## config.mk

```make
export PLATFORM = sky130hd
export DESIGN_NAME = final_adder
export DESIGN_NICKNAME = d
export VERILOG_FILES = /design/src/rtl/final_adder.sv
export SDC_FILE = /design/constraint.sdc
export NUM_CORES = 1
export LEC_CHECK = 0
export ABC_AREA = 1
export ABC_CLOCK_PERIOD_IN_PS = 1700
export CAP_MARGIN = 10
export CELL_PAD_IN_SITES_DETAIL_PLACEMENT = 1
export CELL_PAD_IN_SITES_GLOBAL_PLACEMENT = 1
export CORE_MARGIN = 5
export CORE_UTILIZATION = 30
export DETAILED_ROUTE_END_ITERATION = 8
export PLACE_DENSITY = 0.73
export SYNTH_ARGS = -nofsm -noshare
export SYNTH_HDL_FRONTEND = slang
export SYNTH_SLANG_ARGS = --single-unit
```

## constraint.sdc

```tcl
create_clock -name clk -period 1.7 [get_ports clk]
set_clock_uncertainty 0.05 [all_clocks]
set_input_delay 0.17 -clock clk [delete_from_list [all_inputs] [get_ports clk]]
set_output_delay 0.17 -clock clk [all_outputs]
set_load 0.01 [all_outputs]
```

## src/rtl/final_adder.sv

```systemverilog
// Bit-serial final adder for the Montgomery datapath: adds the carry-save pair LSB first,
// then applies one conditional subtraction of the modulus, pulsing done when m is updated.
module final_adder #(
  parameter int DATA_WIDTH = 6
) (
  input  logic                  clk,
  input  logic                  rst,
  input  logic                  ce,
  input  logic                  start_final_addition,
  input  logic [DATA_WIDTH-1:0] s0_r,
  input  logic [DATA_WIDTH-1:0] s1_r,
  input  logic [DATA_WIDTH-1:0] n,
  output logic                  done,
  output logic [DATA_WIDTH-1:0] m
);
  localparam int W  = DATA_WIDTH;
  localparam int CW = (W > 1) ? $clog2(W) : 1;
  localparam logic [CW-1:0] LAST = CW'(W - 1);

  typedef enum logic [1:0] {IDLE, ADD, SUB, FINISH} state_t;

  state_t         state_q, state_d;
  logic [W-1:0]   a_q, a_d, b_q, b_d, n_q, n_d, s_q, s_d, d_q, d_d, m_q, m_d;
  logic [CW-1:0]  cnt_q, cnt_d;
  logic           cy_q, cy_d, c_out_q, c_out_d, bo_q, bo_d, done_q, done_d;
  logic           sum_bit, carry_nxt, diff_bit, borrow_nxt;

  // cy_q carries the add carry during ADD and is reused as the borrow during SUB.
  assign sum_bit    = a_q[0] ^ b_q[0] ^ cy_q;
  assign carry_nxt  = (a_q[0] & b_q[0]) | (cy_q & (a_q[0] ^ b_q[0]));
  assign diff_bit   = s_q[0] ^ n_q[0] ^ cy_q;
  assign borrow_nxt = (~s_q[0] & (n_q[0] | cy_q)) | (s_q[0] & n_q[0] & cy_q);

  always_comb begin
    state_d = state_q;
    a_d     = a_q;
    b_d     = b_q;
    n_d     = n_q;
    s_d     = s_q;
    d_d     = d_q;
    m_d     = m_q;
    cnt_d   = cnt_q;
    cy_d    = cy_q;
    c_out_d = c_out_q;
    bo_d    = bo_q;
    done_d  = done_q;
    case (state_q)
      IDLE: begin
        done_d = 1'b0;
        if (start_final_addition) begin
          a_d     = s0_r;
          b_d     = s1_r;
          n_d     = n;
          cy_d    = 1'b0;
          cnt_d   = '0;
          state_d = ADD;
        end
      end
      ADD: begin
        s_d   = {sum_bit, s_q[W-1:1]};
        a_d   = a_q >> 1;
        b_d   = b_q >> 1;
        cy_d  = carry_nxt;
        cnt_d = cnt_q + 1'b1;
        if (cnt_q == LAST) begin
          c_out_d = carry_nxt;
          cy_d    = 1'b0;
          cnt_d   = '0;
          state_d = SUB;
        end
      end
      SUB: begin
        d_d   = {diff_bit, d_q[W-1:1]};
        s_d   = {s_q[0], s_q[W-1:1]};
        n_d   = n_q >> 1;
        cy_d  = borrow_nxt;
        cnt_d = cnt_q + 1'b1;
        if (cnt_q == LAST) begin
          bo_d    = borrow_nxt;
          cnt_d   = '0;
          state_d = FINISH;
        end
      end
      FINISH: begin
        // A carry out of the add or no borrow out of the subtract means sum >= n.
        m_d     = (c_out_q || !bo_q) ? d_q : s_q;
        done_d  = 1'b1;
        state_d = IDLE;
      end
      default: state_d = IDLE;
    endcase
  end

  always_ff @(posedge clk) begin
    if (rst) begin
      state_q <= IDLE;
      a_q     <= '0;
      b_q     <= '0;
      n_q     <= '0;
      s_q     <= '0;
      d_q     <= '0;
      m_q     <= '0;
      cnt_q   <= '0;
      cy_q    <= 1'b0;
      c_out_q <= 1'b0;
      bo_q    <= 1'b0;
      done_q  <= 1'b0;
    end else if (ce) begin
      state_q <= state_d;
      a_q     <= a_d;
      b_q     <= b_d;
      n_q     <= n_d;
      s_q     <= s_d;
      d_q     <= d_d;
      m_q     <= m_d;
      cnt_q   <= cnt_d;
      cy_q    <= cy_d;
      c_out_q <= c_out_d;
      bo_q    <= bo_d;
      done_q  <= done_d;
    end
  end

  assign done = done_q;
  assign m    = m_q;
endmodule

```

==> summary.md, run 1 <==
| Metric | Value |
|---|---|
| Period utilization | `0.922` |
| Number of global-route vias before repair | `between 2,000 and 2,500` |
| Mapped cell area | `roughly 2100 um^2` |
| Post-synthesis async set-or-reset flop share | `0` |
| CP Max Fanout | `7` |
| Max cap viols | `0` |
| Top post-synthesis cells by area | `dfxtp_1 42%, nand2_1 16%, nor2_1 11%` |
| PD cells | `approximately 880 nW/um^2` |
| Htree depth | `2` |
| Setup-failing EPs final | `0` |
| Placed cell count | `approximately 430` |
| Final Hold Fails | `0` |
| CTS tree | `done` |
| Clock-pin slew on the worst setup and hold paths | `~0.090 ns` |
| Crit path DAT | `1.76 ns` |
| Buffers & Inverters on Critical Path | `3` |
| Clock Sinks | `45` |
| # fillers | `around 890` |
| GRT busiest layer | `met2` |
| Via density | `between 4 and 5` |
| Global route overflow | `0` |
| Starting Density | `0.311` |
| Cell family with most CP delay | `simple AND/OR/NAND/NOR gates` |
| Core area | `around 7000 um^2` |
| DRC | `0` |
| Max Slew Vio Count | `0` |
| Largest stage delay, worst path | `0.39 ns` |
| Syn nets | `roughly 340` |
| Row count | `30` |
| Count of state elements after synthesis | `45` |
| Die height | `about 94 um` |
| Cell Count, Final, Fillers Out | `roughly 450` |
| Pre-CTS setup slack | `-0.0105 ns` |
| Status | `completed` |
| RSZ-0062 raised after global routing | `false` |
| Largest net degree at the start of global routing | `17` |
| Yosys cell types | `24` |
| Top-count cell post-synth | `nand2_1` |
| Dpl cell area | `~2500 um^2` |
| Crit-path slowest cell | `dfxtp_1` |
| Area share of the largest cell type after synthesis | `0.422` |
| Antenna diode count | `0` |
| IO buf count | `28` |
| Remaining antenna violation count | `0` |
| Slew @ Worst Pin | `between 0.3 and 0.4 ns` |
| Worst VDD drop | `between 0.3 and 0.4 mV` |
| Most instantiated cells after synthesis | `92 x nand2_1, 60 x nor2_1, 45 x dfxtp_1` |
| Area grow syn2layout | `25.7%` |
| WL/cell | `12.1 um` |
| Mean post-synth cell area | `~6.9 um^2` |
| Worst setup EP type | `register` |
| Final Instance Area | `2680 um^2` |
| 1st-iter DRT viols | `between 60 and 70` |
| GPL Wtd Cong | `~0.74` |
| Layout cells sized above 1 | `0.106` |
| Startpoint types | `register` |
| Synth Flop Type | `dfxtp_1` |
| Dominant cell type by area after synthesis | `dfxtp_1` |
| Pwr Total | `2.35 mW` |
| All-layer global routing usage | `0.131` |
| Grt met2 use | `0.233` |
| Hold Path Class | `register to register` |
| Worst-skew pair later-pin latency | `between 0.3 and 0.4 ns` |
| Setup ws final | `approximately 0.13 ns` |
| Wirelength, routed | `~5400 um` |
| Clock root buffer | `clkbuf_8` |
| Initial antenna violation count | `0` |
| Final layout net count | `376` |
| Slew HR | `0.758` |
| Syn. warnings | `0` |
| Post-DP HPWL | `just over 4000 um` |
| Worst EP required | `between 1.5 and 2 ns` |
| Die X | `94.4 um` |
| Leakage | `between 1 and 1.5 nW` |
| Min Tclk post-route | `around 1.6 ns` |
| Cells after synthesis | `around 310` |
| Top-level I/O count | `29` |
| Sequential cell area fraction in the yosys report | `0.422` |
| Max clock buf depth | `2` |
| GRT met1 Usage | `0.155` |
| Met3 usage | `0.0279` |
| F_max | `about 640 MHz` |
| Pre-antenna DRT Iters | `4` |
| Total CTS buffers | `5` |
| Global-route wire length before repair | `between 9000 and 10,000 um` |
| Crit path kind | `register to register` |
| Full die area | `~8900 um^2` |
| Cts hold-fix bufs | `0` |
| Number of synthesized flops with an enable pin | `0` |
| Post-layout util | `0.391` |
| Via count | `around 2,000` |
| Critical-path cell list | `inv_1 -> ha_2 -> nand2_2 -> nand2_4 -> nor2_8 -> buf_12 -> buf_4 -> o21ai_1 -> nor2_1` |
## area by class of cell
type / count / area [um^2] / share of cell area
Multi-Input combinational cell: 225 / 1060 / 0.395
Sequential cell: 45 / 902 / 0.336
Timing Repair Buffer: 40 / 395 / 0.147
Tap cell: 96 / 120 / 0.0448
Inverter: 31 / 116 / 0.0434
Clock buffer: 5 / 68.8 / 0.0257
Clock inverter: 3 / 21.3 / 0.00793
## sequential cells by signal (all words and copies together), names as in the netlist
register	flops
done	1
bo_q	1
b_q	6
d_q	6
cnt_q	3
m	6
n_q	6
s_q	6
c_out_q	1
state_q	2
cy_q	1
a_q	6
## worst register-to-register path, delay by kind of cell (launching register included)
kind,cells,cell delay [ns]
and+or+nand+nor,4,0.47
AOI/OAI and AO/OA,1,0.05
adders and majority gates,1,0.23
buffers and inverters,3,0.32
DFF,1,0.39
## layout by cell type, fill, tap and decap left out
| cell | instances |
|---|---|
| nand2_1 | 92 |
| nor2_1 | 60 |
| dfxtp_1 | 44 |
| clkdlybuf4s50_1 | 28 |
| inv_1 | 23 |
| o21ai_1 | 19 |
| o21ai_0 | 11 |
| nand3_1 | 10 |
| buf_4 | 10 |
| inv_2 | 8 |
| o211ai_1 | 8 |
| a21oi_1 | 7 |
| clkbuf_8 | 5 |
| ha_1 | 3 |
| nand2_2 | 2 |
| nor3_1 | 2 |
| nand4_1 | 2 |
| fa_1 | 2 |
| buf_12 | 2 |
| a22oi_1 | 1 |
| a21oi_2 | 1 |
| nor2_2 | 1 |
| nand2_4 | 1 |
| nor2_8 | 1 |
| nor2_4 | 1 |
| ha_2 | 1 |
| clkinvlp_4 | 1 |
| inv_6 | 1 |
| clkinv_2 | 1 |
| dfxtp_2 | 1 |
## through the flow
step | hold WS, ns | setup TNS [ns]
final | 0.438 | 0
after global routing | 0.479 | 0
after CTS | 0.444 | 0
after detailed placement | 0.422 | -0.0204
after global placement | 0.419 | 0
after floorplan | 0.343 | 0
## power breakdown
group	switching (mW)	internal [mW]	total, mW
combinational	0.273	0.208	0.481
clock	0.390	0.292	0.682
sequential	0.0526	1.13	1.19
total	0.716	1.63	2.35
## worst paths after layout
path	start	to	slack [ns]	depth (start not counted)
setup reg to reg	state_q[0]$_SDFFE_PP0P_	a_q[4]$_SDFFE_PP0P_	0.13	9
setup / recovery	state_q[0]$_SDFFE_PP0P_	a_q[4]$_SDFFE_PP0P_	0.13	9
hold / removal	d_q[0]$_SDFFE_PP0P_	d_q[0]$_SDFFE_PP0P_	0.44	2
hold reg to reg	d_q[0]$_SDFFE_PP0P_	d_q[0]$_SDFFE_PP0P_	0.44	2
## repair_timing
action / CTS / global route
endpoints found under the setup margin: 0 / 18
resized for setup: 0 / 2
buffers inserted: 0 / 5
## kinds of logic (layout without fill, tap and decap cells)
group / Yosys count / in the layout / share of synthesized area
AND/OR/NAND/NOR: 172 / 172 / 0.330
buffers and inverters: 41 / 79 / 0.0832
AO/OA/AOI/OAI: 47 / 47 / 0.123
flip-flops: 45 / 45 / 0.422
adder cells (fa/ha/maj): 6 / 6 / 0.0422
## routing by layer
metal	part of all wire	wire, um
met1	0.46	2450
met5	0	0
met3	0.029	156
met4	0.014	76
met2	0.50	2690
No activity file was read; power rests on OpenSTA's default activity.
==> inputs of run 2 (changes only) <==
- REMOVE_ABC_BUFFERS: default -> 1
==> run 2 against run 1 <==
Effect of this change:
- worst hold slack better by 0.0049 ns
- sequential share of layout area down 0.56 points
- register-to-register slack lost 0.03 ns
- largest cell class unchanged
- combinational power up 2%
- critical endpoint is now n_q[1]$_SDFFE_PP0P_
- power grew 8.0%
- first-iteration DRC count is 7.9% higher
- worst setup slack got worse by 0.030 ns
- maximum frequency down 1.9%
==> summary.md, run 2 (same netlist as run 1, synthesis figures left out) <==
| Metric | Value |
|---|---|
| 1st-iter DRT viols | `68 (+7.9%)` |
| Pre-antenna DRT Iters | `4 (unchanged)` |
| Period utilization | `0.939 (+0.0174)` |
| Hold Path Cell Cnt | `2 (unchanged)` |
| Clock Sinks | `45 (unchanged)` |
| Worst-skew pair later-pin latency | `0.30 ns (about the same)` |
| Remaining antenna violation count | `0 (unchanged)` |
| Final Hold Fails | `0 (unchanged)` |
| Status | `completed` |
| Core area | `6870 um^2 (unchanged)` |
| Clk pwr share | `0.340 (+0.050)` |
| Dpl cell area | `2560 um^2 (+0.89%)` |
| Top-level I/O count | `29 (unchanged)` |
| CTS tree | `done` |
| Antenna diode count | `0 (unchanged)` |
| F_max | `626 MHz (-1.9%)` |
| Die X | `94.4 um (unchanged)` |
| Wirelength, routed | `5380 um (unchanged)` |
| Global-route wire length before repair | `9250 um (-0.59%)` |
| Htree depth | `2 (unchanged)` |
| Starting Density | `0.311 (unchanged)` |
| Clock-pin slew on the worst setup and hold paths | `0.09 ns (about the same)` |
| Worst setup EP type | `register` |
| Post-DP HPWL | `3960 um (-2.1%)` |
| Max cap viols | `0 (unchanged)` |
| Clock root buffer | `clkbuf_8` |
| Min Tclk post-route | `1.60 ns (+0.0296 ns)` |
| DRC | `0 (unchanged)` |
| Most frequent cells in the layout | `92 x nand2_1, 60 x nor2_1, 43 x dfxtp_1` |
| # fillers | `898 (+1.1%)` |
| Net Switching | `0.712 mW (-0.44%)` |
| GPL Wtd Cong | `0.784 (+5.7%)` |
| PD cells | `929 nW/um^2 (+6.1%)` |
| Cts hold-fix bufs | `0 (unchanged)` |
| Pwr Total | `2.54 mW (+8.0%)` |
| Row count | `30 (unchanged)` |
| Die height | `94.4 um (unchanged)` |
| Sequential share of power | `0.468 (-0.037)` |
| Cells on worst reg2reg path | `8 (-1)` |
| Worst VDD drop | `0.446 mV (+37%)` |
| Worst EP required | `1.89 ns (about the same)` |
| Area grow syn2layout | `28.0%` |
| Most common library cell in the layout ignoring fill and taps | `nand2_1` |
| Crit path kind | `register to register` |
| Layout cells sized above 1 | `0.114 (+0.00762)` |
| Slew @ Worst Pin | `0.348 ns (-0.0131 ns)` |
| Final Instance Area | `2730 um^2 (+1.8%)` |
| Switching share of power | `0.281 (-0.0238)` |
| Placed cell count | `435 (+0.69%)` |
| Hold Path Class | `register to register` |
| Beginning of the critical path | `state_q[0]$_SDFFE_PP0P_` |
| Logic pwr share | `0.193 (-0.012)` |
| Cell Count, Final, Fillers Out | `448 (+0.67%)` |
| Pre-CTS setup slack | `0.0400 ns (+0.0504 ns)` |
| FF-to-FF Start | `state_q[0]$_SDFFE_PP0P_` |
| Final layout net count | `379 (+0.80%)` |
| Total CTS buffers | `5 (unchanged)` |
| Max Slew Vio Count | `0 (unchanged)` |
| Via count | `2,032 (+0.64%)` |
| Critical-path cell list | `inv_1 -> ha_1 -> nand2_2 -> nand2_4 -> nor2_4 -> buf_2 -> o21ai_0 -> nor2_1` |
| Internal power | `1.83 mW (+12%)` |
| Slew HR | `0.767 (+0.00877)` |
| All-layer global routing usage | `0.130 (-0.000849)` |
| Global route overflow | `0 (unchanged)` |
| FF-to-FF End | `n_q[1]$_SDFFE_PP0P_` |
| IO buf count | `28 (unchanged)` |
| Max clock buf depth | `2 (unchanged)` |
| Largest stage delay, worst path | `0.36 ns (-0.03 ns)` |
| Full die area | `8900 um^2 (unchanged)` |
| Min-delay src | `cnt_q[2]$_SDFFE_PP0P_` |
| Startpoint types | `register` |
| Setup ws final | `0.103 ns (-0.0296 ns)` |
| WL/cell | `12.0 um (-0.67%)` |
| Crit path DAT | `1.79 ns (+0.03 ns)` |
| Flop2flop setup slack | `0.10 ns (-0.03 ns)` |
| Setup-failing EPs final | `0 (unchanged)` |
| Hold Path End | `cnt_q[2]$_SDFFE_PP0P_` |
| Number of global-route vias before repair | `2,047 (-2.7%)` |
| Initial antenna violation count | `0 (unchanged)` |
| Leakage | `1.23 nW (+2.4%)` |
| Via density | `4.54 (about the same)` |
| Largest net degree at the start of global routing | `20 (+3)` |
| CP Max Fanout | `6 (-1)` |
| Hold slack | `0.443 ns (+0.00489 ns)` |
| Crit-path slowest cell | `dfxtp_2` |
[run 2: timing repair]
item | CTS | global route
resized for setup | 0 | 3
setup endpoints to repair | 0 | 15
setup buffers | 0 | 5
endpoints found under the hold margin | 0 | 0
[run 2: worst max path at each step]
stage                                end  slack, ns  cells after the start
detailed placement   d_q[5]$_SDFFE_PP0P_       0.04                      6
finish               n_q[1]$_SDFFE_PP0P_       0.10                      8
global route         n_q[2]$_SDFFE_PP0P_     -0.006                      8
floorplan           c_out_q$_SDFFE_PP0P_       0.24                      7
global placement     d_q[5]$_SDFFE_PP0P_       0.03                      6
CTS                  b_q[0]$_SDFFE_PP0P_       0.06                      8
[run 2: power groups by stage]
| stage | clock (mW) | combinational [mW] | sequential, mW |
|---|---|---|---|
| 4_1_cts | 0.894 | 0.467 | 1.19 |
| 3_5_place_dp | 0 | 0.462 | 1.21 |
| 6_report | 0.862 | 0.489 | 1.19 |
| 3_3_place_gp | 0 | 0.451 | 1.21 |
| 2_1_floorplan | 0 | 0.290 | 1.20 |
| 5_1_grt | 0.917 | 0.561 | 1.20 |
[run 2: final cells by class]
type / instances / area [um^2] / area share
Tap cell: 96 / 120 / 0.0440
Clock inverter: 2 / 37.5 / 0.0137
Sequential cell: 45 / 903 / 0.331
Timing Repair Buffer: 43 / 415 / 0.152
Multi-Input combinational cell: 225 / 1060 / 0.387
Inverter: 31 / 116 / 0.0426
Clock buffer: 6 / 82.6 / 0.0302
[run 2: per-layer routing]
metal / GRT usage / part of all wire
met3: 0.0247 / 0.025
met2: 0.231 / 0.49
met1: 0.161 / 0.47
met5: 0 / 0
met4: 0.0325 / 0.0087
[run 2: stage by stage]
step / TNS [ns] / utilization
2_1_floorplan: 0 / -
3_3_place_gp: 0 / 0.373
3_5_place_dp: 0 / 0.373
4_1_cts: 0 / 0.390
5_1_grt: -0.00749 / 0.398
6_report: 0 / 0.398
[run 2: worst max-delay path: cells and delay by family (launching register included)]
kind | cells | cell delay, ns
AND/OR/NAND/NOR | 4 | 0.51
flip-flops | 1 | 0.36
buffers and inverters | 2 | 0.26
adder cells (fa/ha/maj) | 1 | 0.26
AO/OA/AOI/OAI | 1 | 0.08
==> inputs of run 3 (changes only) <==
- HOLD_SLACK_MARGIN: default -> 0.03
- TNS_END_PERCENT: default -> 1
==> results of run 3 <==
The final DEF is identical to that of run 2; final timing and power are the same.
